`src/rtl/counter_slot_arbiter_if.sv`:
```
// Bus between the slot arbiter, its requesters and the shared up-counter.
// The arbiter side uses the slave modport. Requesters and the counter use the master modport.
interface counter_slot_arbiter_if #(
  parameter int NUM_REQ = 4,
  parameter int WIDTH   = 10
);
  localparam int IDXW = (NUM_REQ > 1) ? $clog2(NUM_REQ) : 1;

  logic [NUM_REQ-1:0] i_req;
  logic [WIDTH-1:0]   i_slot_len;
  logic [WIDTH-1:0]   i_count;
  logic               o_cnt_en;
  logic               o_cnt_clear;
  logic [NUM_REQ-1:0] o_gnt;
  logic [IDXW-1:0]    o_gnt_idx;
  logic               o_busy;
  logic               o_slot_expired;

  modport slave (
    input  i_req, i_slot_len, i_count,
    output o_cnt_en, o_cnt_clear, o_gnt, o_gnt_idx, o_busy, o_slot_expired
  );

  modport master (
    output i_req, i_slot_len, i_count,
    input  o_cnt_en, o_cnt_clear, o_gnt, o_gnt_idx, o_busy, o_slot_expired
  );
endinterface

```
`src/rtl/counter_slot_arbiter.sv`:
```
// Round-robin time-slot arbiter that shares one external up-counter between NUM_REQ requesters.
// Optional expiry statistics are enabled by defining COUNTER_SLOT_ARB_STATS_EN.
module counter_slot_arbiter #(
  parameter int NUM_REQ = 4,
  parameter int WIDTH   = 10
) (
  input  logic                   i_clk,
  input  logic                   i_rst,
  counter_slot_arbiter_if.slave  bus
`ifdef COUNTER_SLOT_ARB_STATS_EN
  ,
  input  logic                   i_stats_clear,
  output logic [7:0]             o_expired_total
`endif
);
  localparam int IDXW = (NUM_REQ > 1) ? $clog2(NUM_REQ) : 1;

  typedef enum logic [1:0] {IDLE, GRANT, GAP} state_t;

  state_t             state_q, state_d;
  logic [IDXW-1:0]    ptr_q, ptr_d;
  logic [IDXW-1:0]    idx_q, idx_d;
  logic [WIDTH-1:0]   len_q, len_d;
  logic [NUM_REQ-1:0] gnt_q, gnt_d;
  logic               exp_q, exp_d;

  logic               found;
  logic [IDXW-1:0]    win_idx;
  logic [IDXW-1:0]    cand;

  // First requester strictly after the last grantee, wrapping around
  always_comb begin
    found   = 1'b0;
    win_idx = '0;
    cand    = '0;
    for (int k = 1; k <= NUM_REQ; k++) begin
      cand = IDXW'((int'(ptr_q) + k) % NUM_REQ);
      if (!found && bus.i_req[cand]) begin
        found   = 1'b1;
        win_idx = cand;
      end
    end
  end

  always_comb begin
    state_d = state_q;
    ptr_d   = ptr_q;
    idx_d   = idx_q;
    len_d   = len_q;
    gnt_d   = gnt_q;
    exp_d   = 1'b0;
    case (state_q)
      IDLE: begin
        if (found) begin
          state_d        = GRANT;
          gnt_d          = '0;
          gnt_d[win_idx] = 1'b1;
          idx_d          = win_idx;
          ptr_d          = win_idx;
          len_d          = (bus.i_slot_len == '0) ? WIDTH'(1) : bus.i_slot_len;
        end
      end
      GRANT: begin
        // Reaching the length wins over a release in the same cycle
        if (bus.i_count == len_q - WIDTH'(1)) begin
          state_d = GAP;
          gnt_d   = '0;
          exp_d   = 1'b1;
        end else if (!bus.i_req[idx_q]) begin
          state_d = GAP;
          gnt_d   = '0;
        end
      end
      GAP: state_d = IDLE;
      default: begin
        state_d = IDLE;
        gnt_d   = '0;
      end
    endcase
  end

  always_ff @(posedge i_clk or posedge i_rst) begin
    if (i_rst) begin
      state_q <= IDLE;
      ptr_q   <= IDXW'(NUM_REQ - 1);
      idx_q   <= '0;
      len_q   <= '0;
      gnt_q   <= '0;
      exp_q   <= 1'b0;
    end else begin
      state_q <= state_d;
      ptr_q   <= ptr_d;
      idx_q   <= idx_d;
      len_q   <= len_d;
      gnt_q   <= gnt_d;
      exp_q   <= exp_d;
    end
  end

  // The counter is held clear outside GRANT, so it reads 0 on the first granted cycle
  assign bus.o_cnt_en       = (state_q == GRANT);
  assign bus.o_cnt_clear    = (state_q != GRANT);
  assign bus.o_busy         = (state_q == GRANT);
  assign bus.o_gnt          = gnt_q;
  assign bus.o_gnt_idx      = idx_q;
  assign bus.o_slot_expired = exp_q;

`ifdef COUNTER_SLOT_ARB_STATS_EN
  logic [7:0] tot_q, tot_d;

  always_comb begin
    tot_d = tot_q;
    if (i_stats_clear)
      tot_d = '0;
    else if (exp_q && tot_q != 8'hFF)
      tot_d = tot_q + 8'd1;
  end

  always_ff @(posedge i_clk or posedge i_rst) begin
    if (i_rst) tot_q <= '0;
    else       tot_q <= tot_d;
  end

  assign o_expired_total = tot_q;
`endif

endmodule

```
`src/flat_wrapper.sv`:
```
// flat-port wrapper written by rule: the top's interface ports become plain ports
module counter_slot_arbiter_flat 
#(
  parameter int NUM_REQ = 4,
  parameter int WIDTH   = 10
)
  (i_clk, i_rst, bus_i_req, bus_i_slot_len, bus_i_count, bus_o_cnt_en, bus_o_cnt_clear, bus_o_gnt, bus_o_gnt_idx, bus_o_busy, bus_o_slot_expired);
  counter_slot_arbiter_if #(.NUM_REQ(NUM_REQ), .WIDTH(WIDTH)) bus_i ();
  input  logic i_clk;
  input  logic i_rst;
  input wire logic [$bits(bus_i.i_req)-1:0] bus_i_req;
  input wire logic [$bits(bus_i.i_slot_len)-1:0] bus_i_slot_len;
  input wire logic [$bits(bus_i.i_count)-1:0] bus_i_count;
  output wire logic [$bits(bus_i.o_cnt_en)-1:0] bus_o_cnt_en;
  output wire logic [$bits(bus_i.o_cnt_clear)-1:0] bus_o_cnt_clear;
  output wire logic [$bits(bus_i.o_gnt)-1:0] bus_o_gnt;
  output wire logic [$bits(bus_i.o_gnt_idx)-1:0] bus_o_gnt_idx;
  output wire logic [$bits(bus_i.o_busy)-1:0] bus_o_busy;
  output wire logic [$bits(bus_i.o_slot_expired)-1:0] bus_o_slot_expired;
  assign bus_i.i_req = bus_i_req;
  assign bus_i.i_slot_len = bus_i_slot_len;
  assign bus_i.i_count = bus_i_count;
  assign bus_o_cnt_en = bus_i.o_cnt_en;
  assign bus_o_cnt_clear = bus_i.o_cnt_clear;
  assign bus_o_gnt = bus_i.o_gnt;
  assign bus_o_gnt_idx = bus_i.o_gnt_idx;
  assign bus_o_busy = bus_i.o_busy;
  assign bus_o_slot_expired = bus_i.o_slot_expired;
  counter_slot_arbiter #(.NUM_REQ(NUM_REQ), .WIDTH(WIDTH)) u_core (.i_clk(i_clk), .i_rst(i_rst), .bus(bus_i));
endmodule
```
`config.mk`:
```
export PLATFORM = sky130hd
export DESIGN_NAME = counter_slot_arbiter_flat
export DESIGN_NICKNAME = d
export VERILOG_FILES = /design/src/rtl/counter_slot_arbiter_if.sv /design/src/rtl/counter_slot_arbiter.sv /design/src/flat_wrapper.sv
export SDC_FILE = /design/constraint.sdc
export NUM_CORES = 1
export LEC_CHECK = 0
export ABC_AREA = 1
export BUFFER_PORTS_ARGS = -buffer_cell sky130_fd_sc_hd__buf_2
export CAP_MARGIN = 30
export CELL_PAD_IN_SITES_DETAIL_PLACEMENT = 1
export CELL_PAD_IN_SITES_GLOBAL_PLACEMENT = 2
export CORE_ASPECT_RATIO = 0.5
export CORE_MARGIN = 2
export CORE_UTILIZATION = 31
export DETAILED_ROUTE_END_ITERATION = 10
export PLACE_DENSITY_LB_ADDON = 0.2
export SLEW_MARGIN = 10
export SYNTH_ARGS = -nofsm -noshare
export SYNTH_HDL_FRONTEND = slang
export SYNTH_SLANG_ARGS = --single-unit
```
`constraint.sdc`:
```
create_clock -name i_clk -period 2.7 [get_ports i_clk]
set_input_delay 0.27 -clock i_clk [delete_from_list [all_inputs] [get_ports i_clk]]
set_output_delay 0.27 -clock i_clk [all_outputs]
set_load 0.005 [all_outputs]
```
# --- After elaboration in Yosys (flattened, before gate mapping) ---
# Index checks and enable logic that the tools add are counted.
word_totals:
  ff_bits: 21
  inputBits: 26
  output_inout_bits: 10
  elab_cells: 68
op_classes:
  n_addsub: 5
  order_cmp: 7
  n_eq_ne: 6
  mux: 31
  n_bitwise: 1
  reduce_logical: 12
op_table:
  columns: ["cell", "count"]
  rows:
  - ["$lt 2x3->1 const B", 6]
  - ["$mux 2", 7]
  - ["$mux 1", 12]
  - ["$mux 4", 3]
  - ["$pmux 4 s3", 1]
  - ["$bmux 1 s2", 5]
  - ["$eq 10x10->1", 1]
  - ["$logic_not 10->1", 1]
  - ["$mux 10", 1]
  - ["$sub 10x1->10 const B", 1]
  - ["$add 2x1->2 const B", 2]
  - ["$add 2x2->2 const B", 2]
  - ["$logic_and 1x1->1", 4]
  - ["$ne 2x1->1 const B", 2]
  - ["$pmux 2 s2", 1]
  - ["$reduce_and 2->1", 2]
  - ["$logic_not 1->1", 3]
  - ["$ne 3x2->1 const B", 1]
  - ["$reduce_and 3->1", 1]
  - ["$demux 1 s2", 1]
  - ["$eq 2x1->1 const B", 1]
  - ["$eq 2x2->1 const B", 1]
  - ["$ge 2x1->1 const B", 1]
  - ["$logic_not 2->1", 1]
  - ["$not 1->1", 1]

# --- Longest topological paths before layout ---
# Gate-level depths: netlist of run 1.
logic_depth:
  depth_word: 19
  mapped_depth: 15
  depth_no_buf: 15

# --- Worst setup path before layout of run 1 ---
# Ideal clock, no wire load.
synth_path:
  kind: "register to register"
  from: "register u_core.len_q[0]"
  to: "register u_core.gnt_q[2], in the netlist u_core.bus.o_gnt[2]"
  setup_ns: 0.117
  t_arrival_ns: 1.601
  t_required_ns: 2.583
  path_slack_ns: 0.983
  stages_incl_launch_ff: 14
  n_path_buf: 0
  period_less_slack_ns: 1.717
  path_cell_list: "dfrtp_1 -> inv_1 -> ha_1 -> nand2_1 -> o21ai_0 -> nand2_1 -> nand2_1 -> nand2_1 -> nor2_1 -> nand3_1 -> nand2_1 -> nand2_2 -> nand2_1 -> nand2_1"
synth_via:
  elab_chain_len: 4
  elab_cells_between_ends: 6
  classes_between: "1 x add/sub; 2 x eq/ne; 2 x mux; 1 x reduce/logical"
synth_lines:
  columns: ["element", "line_no", "source"]
  rows:
  - ["start: declaration", "counter_slot_arbiter.sv:23", "logic [WIDTH-1:0] len_q, len_d;"]
  - ["start signal: assignment", "counter_slot_arbiter.sv:94", "len_q <= len_d;"]
  - ["$sub 10x1->10 (*)", "counter_slot_arbiter.sv:65", "if (bus.i_count == len_q - WIDTH'(1)) begin"]
  - ["$eq 10x10->1 (*)", "counter_slot_arbiter.sv:65", null]
  - ["$ne 3x2->1 (no source line) / $mux 4 (equally long branches)", null, null]
  - ["$reduce_and 3->1 (no source line) / $pmux 4 s3 (equally long branches)", null, null]
  - ["end signal: assignment", "counter_slot_arbiter.sv:95", "gnt_q <= gnt_d;"]
  - ["end: declaration", "counter_slot_arbiter.sv:24", "logic [NUM_REQ-1:0] gnt_q, gnt_d;"]
# Every way passes the cells marked *; elsewhere a longest branch is shown, timed or not.
# A chain may end at the register's enable or synchronous reset.

# --- Worst setup path after layout of run 1 ---
# Ends and elaborated chain as after synthesis.

==> impl_metrics.py, run 1 <==
metrics = {
    "drt": {
        "via_count": 1565,
        "firstDrtPassIters": 4,
        "wirelength_um": 4170,
        "via_per_inst": 4.47,
        "avgRoutedWirePerCell_um": 11.9,
        "ant_nets": 0,
        "route.detailed.drc": 0,
        "drt-initial-drc-count": 71,
    },
    "cts": {
        "clock-root-buffer": "clkbuf_8",
        "cts_num_sinks": 21,
        "post_cts_resize_count": 0,
        "htreeDepth": 1,
        "cts_buffer_depth": 2,
        "cts_hold_buf": 0,
        "clkSlewWorstSetupHoldPaths_ps": 90,
        "cts_buffers": 3,
        "post_cts_buffers": 0,
        "cts_tree": "yes",
        "clk_latency_ps": 260,
    },
    "timing": {
        "setup_viol": 0,
        "fin_ws_ps": 575,
        "maxSlewHeadroom_pct": 45.0,
        "slew_viol_final": 0,
        "tightest_slew_ps": 824,
        "rsz0062_at_grt": "false",
        "fin_worst_skew_ps": 7.54,
        "fmax_ghz": 0.471,
        "hold_viol_final": 0,
        "layout_min_cycle_time_ps": 2130,
        "final.setup.tns_ps": 0,
        "period_share_pct": 78.7,
    },
    "power": {
        "irDropWorstVdd_uv": 328,
        "p_per_area_nw_per_um2": 1240,
        "p_leak_nw": 1.06,
        "total_power_w": 0.00233,
    },
    "setup_path": {
        "cp-end-kind": "flip-flop",
        "r2r_end": "u_core.bus.o_gnt[2]",
        "r2r_start": "u_core.len_q[0]",
        "cp_max_fo": 6,
        "rrSetupSlack_ps": 570,
        "critPathLaunch": "u_core.len_q[0]",
        "worstPathArrival_ps": 2280,
        "crit_type": "reg -> reg",
        "r2r_cells": 13,
        "cp-endpoint": "u_core.bus.o_gnt[2]",
        "worstPathRequired_ps": 2860,
        "startpoint_type": "flip-flop",
    },
    "final_layout": {
        "area_growth_syn_to_layout_pct": 18.3,
        "layout_common_cells": "nand2_1 (82), inv_1 (36), buf_2 (35), nor2_1 (24), dfrtp_1 (19)",
        "final_cell_area_um2": 1880,
        "final_layout_size_suffix_gt1_share_pct": 23.9,
        "fin_nets": 308,
        "layout_commonest_cell": "nand2_1",
        "antenna_cells": 0,
    },
    "die": {
        "dieArea_um2": 5750,
        "start_util_pct": 32.2,
        "die_y_um": 54.6,
        "core.rowCount": 18,
        "core_area_um2": 4930,
        "die_w_um": 105,
        "io_pins": 36,
    },
    "global_route": {
        "grt_max_degree": 22,
        "grtUsageMet1_pct": 18.6,
        "use_met2_pct": 29.8,
        "antenna_found_initial": 0,
        "grt_util_met3_pct": 1.79,
        "grt_pass1_wl_um": 6880,
        "grt-ovfl-total": 0,
        "busiest_layer": "met2",
        "grt.total_usage_pct": 15.1,
        "grt_pass1_vias": 1548,
    },
    "logic_synthesis": {
        "netlist_area_um2": 1590,
        "synth_cell_types": 27,
        "seq_area_frac_synth_pct": 33.2,
        "ys_warn_count": 0,
        "syn-num-nets": 270,
        "syn_avg_cell_area_um2": 6.54,
        "synth-seq-cells": 21,
        "postSynthCellCount": 243,
    },
    "placed_design": {
        "io_buffers": 35,
        "dp_hpwl_um": 3430,
        "dpl_cell_area_um2": 1830,
        "routabilityCongestion": 0.768,
        "dp_worst_setup_slack_ps": 607,
    },
    "job": {
        "maxCapViolations": 0,
    },
    "status": {
        "status": "completed",
    },
    "hold_path": {
        "hold_class": "in -> async",
    },
}
-- state kept, by name (all words and copies together), names as in the netlist --
| register | flops |
|---|---|
| u_core.bus.o_slot_expired | 1 |
| u_core.bus.o_gnt | 4 |
| u_core.bus.o_gnt_idx | 2 |
| u_core.ptr_q | 2 |
| u_core.len_q | 10 |
| u_core.state_q | 2 |
-- layout make-up --
class | instances | area [um2]
timing repair buffer | 35 | 175
sequential | 21 | 528
clock inverter | 1 | 5.00
multi-input combinational | 180 | 893
clock buffer | 3 | 41.3
tap | 70 | 87.6
fill | 666 | 3050
inverter | 40 | 150
-- power breakdown --
part           leakage, nW  switching, W  total (W)  internal (W)
combinational        0.772      0.000976    0.00150      0.000521
clock               0.0255      0.000111   0.000214      0.000103
sequential           0.261      0.000145   0.000614      0.000469
-- cells in the mapped netlist --
cell      count  area share (%)
nand2_1      82              19
inv_1        36             8.5
nor2_1       24             5.7
dfrtp_1      19              30
nand3_1      15             4.7
o21ai_1      13             4.1
nand2_2      12             4.7
o21ai_0       7             2.2
a21oi_1       5             1.6
inv_2         4            0.94
o21ai_2       4             2.2
nand4_1       3             1.2
dfstp_2       2             3.3
nand3b_1      2            0.94
xnor2_1       2             1.1
xor2_1        2             1.1
buf_4         1            0.47
buf_6         1            0.71
ha_1          1            0.79
nand2_4       1            0.71
nand2_8       1             1.3
nand3_2       1            0.63
nand3b_4      1             1.3
nor2_4        1            0.71
nor2_8        1             1.3
nor3_1        1            0.31
nor4_1        1            0.39
-- routing by layer --
layer / part of all wire, % / up-vias
met1: 49 / 728
met4: 0.46 / 0
li1: - / 822
met3: 1.2 / 2
met5: 0 / -
met2: 49 / 13
-- kinds of logic after synthesis --
kind of cell,count (synthesis),share of synthesized area (%)
buf+inv,42,10.6
xor+xnor,4,2.20
fa+ha+maj,1,0.787
compound gates,29,10.1
simple gates,146,43.1
flops,21,33.2
-- worst min-delay path by stage --
| stage | to | slack [ps] | cells after the start |
|---|---|---|---|
| finish | u_core.bus.o_slot_expired | 150 | 2 |
| global route | u_core.len_q[1] | 230 | 2 |
| CTS | u_core.len_q[1] | 190 | 2 |
| detailed placement | u_core.bus.o_gnt[1] | 450 | 2 |
| global placement | u_core.bus.o_gnt[0] | 450 | 2 |
| floorplan | u_core.bus.o_gnt[0] | 250 | 1 |
-- per-stage QoR --
step | hold slack [ps] | cells | util (%)
5_1_grt | 230 | 350 | 38.1
6_report | 151 | 350 | 38.1
3_5_place_dp | 455 | 346 | 37.2
3_3_place_gp | 454 | 346 | 37.2
4_1_cts | 191 | 350 | 38.1
2_1_floorplan | 245 | 243 | -
-- critical path, stage by stage (launching register included) --
cell and delay, ps:
dfrtp_1 400, inv_1 150, ha_1 220, nand2_1 130
o21ai_0 250, nand2_1 90, nand2_1 70, nand2_1 50
nor2_1 90, nand3_1 160, nand2_1 180, nand2_2 90
nand2_1 70, nand2_1 50
Note: power is estimated with default switching activity, not from simulation.
==> run 2, diff against run 1 <==
- CORE_UTILIZATION: 31 -> 26
- clock period: 2.7 -> 1.9 ns (I/O delays scaled with it)
==> impl_metrics.py, run 2 (synthesis results as in run 1) <==
metrics = {
    "status": {
        "status": "completed",
    },
    "timing": {
        "final.setup.tns_ps": 0,
        "fin_worst_skew_ps": 1.81,
        "layout_min_cycle_time_ps": 1760,
        "hold_viol_final": 0,
        "slew_viol_final": 0,
        "setup_viol": 0,
        "fmax_ghz": 0.568,
        "fin_ws_ps": 140,
        "period_share_pct": 92.7,
        "tightest_slew_ps": 480,
        "maxSlewHeadroom_pct": 67.9,
    },
    "setup_path": {
        "worstPathRequired_ps": 2050,
        "cp_cell_sequence": "buf_4 -> nand2_1 -> nand3_1 -> nand2_2 -> nor2_8 -> nand3_1 -> nand2_1 -> inv_1 -> nand2_2 -> nor2_1 -> nand3_1 -> nand2_1",
        "crit_type": "reg -> reg",
        "critPathSlowestCell": "dfstp_2",
        "startpoint_type": "flip-flop",
        "crit_path_max_incr_delay_ps": 560,
        "cp-end-kind": "flip-flop",
        "crit_family": "simple AND/OR/NAND/NOR gates",
        "cp_max_fo": 5,
        "worstPathArrival_ps": 1910,
        "critPathBufInv": 2,
    },
    "drt": {
        "route.detailed.drc": 0,
        "wirelength_um": 4230,
        "via_count": 1611,
        "firstDrtPassIters": 4,
        "via_per_inst": 4.39,
        "avgRoutedWirePerCell_um": 11.5,
        "drt-initial-drc-count": 52,
        "ant_nets": 0,
    },
    "power": {
        "irDropWorstVdd_uv": 425,
        "p_per_area_nw_per_um2": 1820,
        "p_leak_nw": 1.14,
        "total_power_w": 0.00379,
    },
    "die": {
        "core_area_um2": 5980,
        "io_pins": 36,
        "die_y_um": 59.3,
        "start_util_pct": 26.6,
        "dieArea_um2": 6800,
        "core.rowCount": 20,
        "die_w_um": 115,
    },
    "placed_design": {
        "dpl_cell_area_um2": 1890,
        "io_buffers": 35,
        "dp_worst_setup_slack_ps": -72.2,
        "routabilityCongestion": 0.722,
        "dp_hpwl_um": 3440,
        "placed_cells": 357,
    },
    "final_layout": {
        "layout_common_cells": "nand2_1 (79), buf_2 (35), inv_1 (34), nor2_1 (22), dfrtp_1 (18)",
        "fin_nets": 318,
        "largest_reg_flops": 10,
        "area_growth_syn_to_layout_pct": 30.9,
        "n_fill_cell": 766,
        "antenna_cells": 0,
        "layout_commonest_cell": "nand2_1",
        "regMostFlops": "u_core.len_q",
        "layoutNonFillerInstCount": 367,
        "final_layout_size_suffix_gt1_share_pct": 30.3,
        "final_cell_area_um2": 2080,
    },
    "global_route": {
        "grt.total_usage_pct": 13.4,
        "grt-ovfl-total": 0,
        "grt_pass1_wl_um": 7300,
        "antenna_found_initial": 0,
        "grt_pass1_vias": 1645,
        "grt_max_degree": 22,
    },
    "cts": {
        "clock-root-buffer": "clkbuf_16",
        "cts_buffers": 3,
        "cts_tree": "yes",
        "clk_latency_ps": 250,
        "cts_num_sinks": 21,
        "clkSlewWorstSetupHoldPaths_ps": 60,
        "cts_buffer_depth": 2,
        "htreeDepth": 1,
    },
    "hold_path": {
        "hold_class": "in -> reg",
    },
    "job": {
        "maxCapViolations": 0,
    },
}
## run 2: changes by cell type in the layout (fill, tap and decap cells not counted), sizes merged
cell / change
buf: +9
dlygate4sd3: +1
## run 2: through the flow
step	hold slack [ps]	util [%]
after floorplan	165	-
after global placement	238	31.5
after detailed placement	257	31.5
after CTS	178	33.2
after global routing	204	34.8
final	179	34.8
## run 2: repair_timing
action                                  in CTS  in global routing
hold endpoints to repair                    19                  0
cloned                                       0                  0
gates resized for setup                      6                 16
hold buffers                                 1                  0
pin swaps                                    0                  4
endpoints found under the setup margin       4                 14
setup buffers                                0                  5
## run 2: power by group
| group | switching (W) | internal, W |
|---|---|---|
| clock network | 0.000168 | 0.000283 |
| logic | 0.00150 | 0.000959 |
| registers | 0.000211 | 0.000669 |
## run 2: final timing paths
check	start	endpoint	slack, ps	depth (start not counted)
min in group asynchronous	i_rst	u_core.bus.o_slot_expired	520	4
min	bus_i_slot_len[1]	u_core.len_q[1]	180	3
max reg2reg	u_core.ptr_q[0]	u_core.bus.o_gnt[0]	140	12
max in group asynchronous	i_rst	u_core.ptr_q[0]	1100	4
min reg2reg	u_core.bus.o_gnt[3]	u_core.bus.o_gnt[3]	470	2
max	u_core.ptr_q[0]	u_core.bus.o_gnt[0]	140	12
## run 2: routing by layer
metal / vias to the layer above / GRT usage [%] / share of wire (%)
li1: 844 / - / -
met2: 11 / 23.6 / 49
met4: 0 / 3.66 / 0.64
met1: 754 / 17.9 / 49
met3: 2 / 1.43 / 1.6
met5: - / 0 / 0
## run 2: cell type report
cell class | count | area, um2 | area share [%]
clock buffer | 3 | 75.1 | 3.61
clock inverter | 1 | 5.00 | 0.240
inverter | 40 | 153 | 7.33
multi-input combinational | 180 | 958 | 46.0
sequential | 21 | 529 | 25.4
tap | 77 | 96.3 | 4.63
timing repair buffer | 45 | 265 | 12.7
## run 2: worst register-to-register path, cell delays in order (launching register included)
cell and delay, ps:
dfstp_2 560, buf_4 130, nand2_1 70, nand3_1 130
nand2_2 110, nor2_8 150, nand3_1 80, nand2_1 80
inv_1 70, nand2_2 100, nor2_1 60, nand3_1 70
nand2_1 50
